## src/rtl/nx_ram_arbiter.sv

```systemverilog
// Round-robin two-requester arbiter and power-up clear sequencer
// for one NX_RAM port, with read data steered back to its issuer.
module nx_ram_arbiter #(
  parameter int ADDR_WIDTH = 11,
  parameter int DATA_WIDTH = 24,
  parameter int READ_LATENCY = 1,
  parameter int CLEAR_ON_RESET = 1,
  parameter logic [DATA_WIDTH-1:0] CLEAR_VALUE = '0
) (
  input  logic                  clock,
  input  logic                  async_reset,
  input  logic                  rq0_valid,
  output logic                  rq0_ready,
  input  logic                  rq0_we,
  input  logic [ADDR_WIDTH-1:0] rq0_addr,
  input  logic [DATA_WIDTH-1:0] rq0_wdata,
  input  logic                  rq1_valid,
  output logic                  rq1_ready,
  input  logic                  rq1_we,
  input  logic [ADDR_WIDTH-1:0] rq1_addr,
  input  logic [DATA_WIDTH-1:0] rq1_wdata,
  output logic                  rsp0_valid,
  output logic [DATA_WIDTH-1:0] rsp0_rdata,
  output logic                  rsp1_valid,
  output logic [DATA_WIDTH-1:0] rsp1_rdata,
  output logic                  ram_cs,
  output logic                  ram_we,
  output logic [ADDR_WIDTH-1:0] ram_addr,
  output logic [DATA_WIDTH-1:0] ram_wdata,
  input  logic [DATA_WIDTH-1:0] ram_rdata,
  output logic                  init_done
);

  typedef enum logic {CLEAR, ARB} state_t;

  localparam state_t INIT_STATE =
    (CLEAR_ON_RESET != 0) ? CLEAR : ARB;
  localparam logic [ADDR_WIDTH-1:0] LAST_ADDR = '1;

  state_t state, state_nx;
  logic [ADDR_WIDTH-1:0] clr_cnt, clr_cnt_nx;
  logic last, last_nx;
  logic gnt0, gnt1, acc0, acc1;
  logic cs_nx, we_nx;
  logic [ADDR_WIDTH-1:0] addr_nx;
  logic [DATA_WIDTH-1:0] wdata_nx;
  logic push_v, push_id;
  logic [READ_LATENCY:0] tag_v, tag_id;

  // last=1 means requester 1 was served most recently
  assign gnt0 = rq0_valid & (~rq1_valid | last);
  assign gnt1 = rq1_valid & (~rq0_valid | ~last);

  assign rq0_ready = (state == ARB) & ~async_reset & gnt0;
  assign rq1_ready = (state == ARB) & ~async_reset & gnt1;
  assign acc0 = rq0_valid & rq0_ready;
  assign acc1 = rq1_valid & rq1_ready;

  assign init_done = (state == ARB);

  assign rsp0_valid = tag_v[READ_LATENCY] & ~tag_id[READ_LATENCY];
  assign rsp1_valid = tag_v[READ_LATENCY] & tag_id[READ_LATENCY];
  assign rsp0_rdata = ram_rdata;
  assign rsp1_rdata = ram_rdata;

  always_comb begin
    state_nx   = state;
    clr_cnt_nx = clr_cnt;
    last_nx    = last;
    cs_nx      = 1'b0;
    we_nx      = 1'b0;
    addr_nx    = ram_addr;
    wdata_nx   = ram_wdata;
    push_v     = 1'b0;
    push_id    = 1'b0;
    unique case (state)
      CLEAR: begin
        cs_nx    = 1'b1;
        we_nx    = 1'b1;
        addr_nx  = clr_cnt;
        wdata_nx = CLEAR_VALUE;
        if (clr_cnt == LAST_ADDR) begin
          state_nx = ARB;
        end else begin
          clr_cnt_nx = clr_cnt + ADDR_WIDTH'(1);
        end
      end
      ARB: begin
        unique case (1'b1)
          acc0: begin
            cs_nx    = 1'b1;
            we_nx    = rq0_we;
            addr_nx  = rq0_addr;
            wdata_nx = rq0_wdata;
            last_nx  = 1'b0;
            push_v   = ~rq0_we;
            push_id  = 1'b0;
          end
          acc1: begin
            cs_nx    = 1'b1;
            we_nx    = rq1_we;
            addr_nx  = rq1_addr;
            wdata_nx = rq1_wdata;
            last_nx  = 1'b1;
            push_v   = ~rq1_we;
            push_id  = 1'b1;
          end
          default: ;
        endcase
      end
      default: ;
    endcase
  end

  always_ff @(posedge clock or posedge async_reset) begin
    if (async_reset) begin
      state     <= INIT_STATE;
      clr_cnt   <= '0;
      last      <= 1'b1;
      ram_cs    <= 1'b0;
      ram_we    <= 1'b0;
      ram_addr  <= '0;
      ram_wdata <= '0;
      tag_v     <= '0;
      tag_id    <= '0;
    end else begin
      state     <= state_nx;
      clr_cnt   <= clr_cnt_nx;
      last      <= last_nx;
      ram_cs    <= cs_nx;
      ram_we    <= we_nx;
      ram_addr  <= addr_nx;
      ram_wdata <= wdata_nx;
      // stage 0 lines up with the command register, the rest with RAM latency
      tag_v     <= {tag_v[READ_LATENCY-1:0], push_v};
      tag_id    <= {tag_id[READ_LATENCY-1:0], push_id};
    end
  end

endmodule
```

## config.mk

```make
export PLATFORM = sky130hd
export DESIGN_NAME = nx_ram_arbiter
export DESIGN_NICKNAME = d
export VERILOG_FILES = /design/src/rtl/nx_ram_arbiter.sv
export SDC_FILE = /design/constraint.sdc
export NUM_CORES = 1
export LEC_CHECK = 0
export ABC_AREA = 1
export CORE_MARGIN = 1.5
export CORE_UTILIZATION = 34
export DETAILED_ROUTE_END_ITERATION = 16
export PLACE_DENSITY = 0.81
export SYNTH_ARGS = -nofsm -noshare
export SYNTH_HDL_FRONTEND = slang
export SYNTH_SLANG_ARGS = --single-unit
```

## constraint.sdc

```tcl
create_clock -name clock -period 2.9 [get_ports clock]
set_input_delay 0.58 -clock clock [delete_from_list [all_inputs] [get_ports clock]]
set_output_delay 0.58 -clock clock [all_outputs]
set_load 0.01 [all_outputs]
```

**Word-level counts from Yosys, hierarchy flattened**

Cells that the tools add are included.

- Flip-flop bits (word level): 54

- Reductions and logical operators: 4
- $add $sub $neg: 1
- Equality and inequality tests: 2
- Bitwise operators: 20
- Multiplexer cells: 15

Operator list:

| cell | count |
|---|---|
| $pmux W24 S2 | 2 |
| $pmux W11 S2 | 2 |
| $add A11 B1 Y11 const B | 1 |
| $eq A11 B11 Y1 const B | 1 |
| $pmux W1 S2 | 5 |
| $and A1 B1 Y1 | 9 |
| $not A1 Y1 | 9 |
| $mux W1 | 6 |
| $reduce_and A2 Y1 | 2 |
| $ne A3 B1 Y1 const B | 1 |
| $or A1 B1 Y1 | 2 |
| $reduce_bool A2 Y1 | 1 |
| $reduce_or A2 Y1 | 1 |

**Logic depth before layout (Yosys ltp)**

- Depth in word-level cells: 8
- Depth in mapped cells: 8

**Worst setup path before layout**

Ideal clock, no wire load.

- Path type: in2out
- Start point: input async_reset
- End point: output rq1_ready
- Stages on the path: 5
- Data required time: 2.320 ns
- Arrival time: 2.457 ns
- Setup slack: -0.137 ns
- Cell sequence: inv_1 nand2_2 nor2_4 buf_6 buf_6

- Longest elaborated chain between the ends: 3

Ends and longest elaborated chain:

| element | RTL line | source |
|---|---|---|
| from (decl) | 11 | `input logic async_reset,` |
| $not A1 Y1 | 55 | `assign rq1_ready = (state == ARB) & ~async_reset & gnt1;` |
| $and A1 B1 Y1 (2 in series) | 55 |  |
| to (decl) | 18 | `output logic rq1_ready,` |

Every way passes these cells.

**Final worst setup path**

- Start point: input async_reset
- End point: output rq0_ready

- Longest elaborated chain between the ends: 3

Ends and longest elaborated chain:

| element | RTL line | source |
|---|---|---|
| $not A1 Y1 | 54 | `assign rq0_ready = (state == ARB) & ~async_reset & gnt0;` |
| $and A1 B1 Y1 (2 in series) | 54 |  |
| to (decl) | 13 | `output logic rq0_ready,` |

Every way passes these cells.

==> results.json <==
{
  "finalSetupTns_ps": 0,
  "cts_buffer_depth": 2,
  "viasPerCell": 4.746,
  "grt_pass1_vias": 2766,
  "max_stage_delay_ps": 500,
  "powerDensity_mw_per_mm2": 324.1,
  "ys_types": 28,
  "p_leak_nw": 1.854,
  "nFillCells": 855,
  "hold_viol_final": 0,
  "die-area_mm2": 0.009499,
  "cpLargestDelayFamily": "buffers and inverters",
  "cp_cell_sequence": "clkdlybuf4s50_1 > clkinvlp_4 > nand2_2 > inv_1 > o211ai_1 > inv_1 > clkdlybuf4s50_1",
  "antenna_cells": 0,
  "ys_seq_elements": 54,
  "cts_tree": "done",
  "placementRows": 34,
  "gp_congestion": 0.8230,
  "ir_drop_uv": 197.0,
  "clk_latency_ps": 300,
  "firstDrtPassIters": 4,
  "synth_top_area_cell": "dfrtp_1",
  "die_w_um": 97.47,
  "ys_seq_area_frac": 0.4458,
  "skew_ps": 5.647,
  "max_freq_mhz": 381.5,
  "cts.clk_slew.worst_paths_ps": 90,
  "worst_pin_slew_ps": 690.5,
  "crit_arrival_ps": 2040,
  "rsz0062_at_grt": "no",
  "grt.total_usage": 0.1642,
  "fin_nets": 562,
  "dp_hpwl_mm": 5.687,
  "drtAntennaViolNets": 0,
  "ctsHoldBuffers": 0,
  "num_vias": 2705,
  "fin_area_mm2": 0.004020,
  "start_kind": "primary input",
  "fin_cells": 570,
  "fp.dieH_um": 97.47,
  "cp-end-kind": "output pin",
  "synth.top_cell.area_share": 0.4371,
  "syn_nets": 495,
  "finalMaxSlewViolations": 0,
  "ys.warnings.count": 0,
  "core_mm2": 0.008678,
  "cts.sinks": 54,
  "root_buffer": "clkbuf_8",
  "cp.required_ps": 2320,
  "fin_crit_sh": 0.9039,
  "cp_slowest_cell": "clkdlybuf4s50_1",
  "wl_mm": 7.796,
  "hold_path.class": "reg2reg",
  "mostFrequentLayoutCell": "clkdlybuf4s50_1",
  "area_growth_pct": 32.49,
  "drc": 0,
  "routedWlPerCell_um": 13.68,
  "drt_iter0_drc": 86,
  "setup_viol": 0,
  "grt_start_max_net_pins": 55,
  "grt_pass1_wl_mm": 12.83,
  "drive_above_1_share": 0.04978,
  "status": "completed",
  "dp.cells": 562,
  "place_area_mm2": 0.003930,
  "io_pins": 190,
  "crit_fanout": 4,
  "syn_inst": 394,
  "cp_num_buf_inv": 5,
  "cts.repair.resized": 0,
  "cts_buffers": 5,
  "syn_area_per_cell_um2": 7.701,
  "slew-limit-headroom": 0.5390,
  "mostFrequentLayoutCells": "clkdlybuf4s50_1 (117), nand2_1 (101), dfrtp_1 (53), nor2_1 (42), inv_1 (34)",
  "netlist_area_mm2": 0.003034,
  "period_minus_slack_ps": 2621,
  "grt_antenna_before_repair": 0,
  "grt_overflow_total": 0,
  "crit_type": "in2out",
  "h-tree-depth": 2,
  "synth_top_cells_by_area": "dfrtp_1 (44%), buf_4 (13%), nand2_1 (12%)",
  "post_cts_buffers": 0,
  "maxCapViolations": 0,
  "initial_core_util": 0.3496,
  "io_buffers": 117
}
metal layers:
metal	part of all wire	wire, µm	vias to the layer above	global-route usage
li1	-	-	1320	-
met1	0.41	3220	1256	0.1854
met2	0.48	3769	112	0.2922
met3	0.073	568	17	0.04604
met4	0.030	237	0	0.06374
met5	0	0	-	0
registers in the layout, indices dropped and copies added (netlist names):
name / cells
tag_id: 2
ram_addr: 11
init_done: 1
tag_v: 2
ram_we: 1
ram_cs: 1
last: 1
ram_wdata: 24
clr_cnt: 11
final timing paths:
path                       slack (ps)  cells past startpoint       endpoint         from
setup / recovery                  280                      7      rq0_ready  async_reset
hold / removal                    350                      0      tag_id[1]    tag_id[0]
setup reg to reg                  990                      7  ram_wdata[23]         last
hold reg to reg                   350                      0      tag_id[1]    tag_id[0]
max in group asynchronous        1580                      3    ram_addr[9]  async_reset
min in group asynchronous         860                      3    ram_addr[2]  async_reset
cell families (layout without fill, tap and decap cells):
| family | after synthesis | in the layout | synth area share |
|---|---|---|---|
| AO/OA/AOI/OAI | 62 | 62 | 0.1080 |
| XOR/XNOR | 4 | 4 | 0.01155 |
| buffers and inverters | 100 | 168 | 0.1959 |
| flip-flops | 54 | 54 | 0.4458 |
| adder cells (fa/ha/maj) | 1 | 1 | 0.004123 |
| AND/OR/NAND/NOR | 173 | 173 | 0.2346 |
where the power goes:
| part | switching (mW) | internal [mW] | total (mW) | leakage (nW) |
|---|---|---|---|---|
| clock | 0.226 | 0.195 | 0.421 | 0.0455 |
| combinational | 0.0369 | 0.0924 | 0.129 | 1.09 |
| sequential | 0 | 0.752 | 0.752 | 0.716 |
cell type report:
class	instances	area, µm²	share of cell area
Clock buffer	8	90.09	0.02241
Sequential cell	54	1353	0.3364
Multi-Input combinational cell	240	1087	0.2705
Timing Repair Buffer	122	1209	0.3007
Tap cell	108	135.1	0.03361
Inverter	38	146.4	0.03641
through the flow:
step	hold WS, ps	utilization	power (mW)	worst slack [ps]
6_report	350.9	0.4632	1.303	278.7
5_1_grt	363.8	0.4632	1.367	173.1
4_1_cts	357.6	0.4632	1.322	271.1
3_5_place_dp	338.7	0.4529	0.8967	271.7
3_3_place_gp	335.8	0.4529	0.8961	258.2
2_1_floorplan	331.2	-	0.8572	287.7
synthesized netlist by cell type:
| cell type | instances |
|---|---|
| nand2_1 | 101 |
| dfrtp_1 | 53 |
| buf_4 | 51 |
| nor2_1 | 42 |
| inv_1 | 35 |
| o21ai_0 | 31 |
| o21ai_1 | 24 |
| nand3_1 | 21 |
| buf_2 | 7 |
| a21oi_1 | 3 |
| inv_2 | 3 |
| nand4_1 | 3 |
| xor2_1 | 3 |
| buf_6 | 2 |
| nor2_2 | 2 |
| a21boi_0 | 1 |
| a21oi_4 | 1 |
| clkbuf_1 | 1 |
| clkbuf_4 | 1 |
| dfstp_2 | 1 |
| ha_1 | 1 |
| nand2_2 | 1 |
| nand2_4 | 1 |
| nand3_2 | 1 |
| nor2_4 | 1 |
| o211ai_1 | 1 |
| o22ai_1 | 1 |
| xnor2_1 | 1 |
Note: power is estimated with default switching activity, not from simulation.
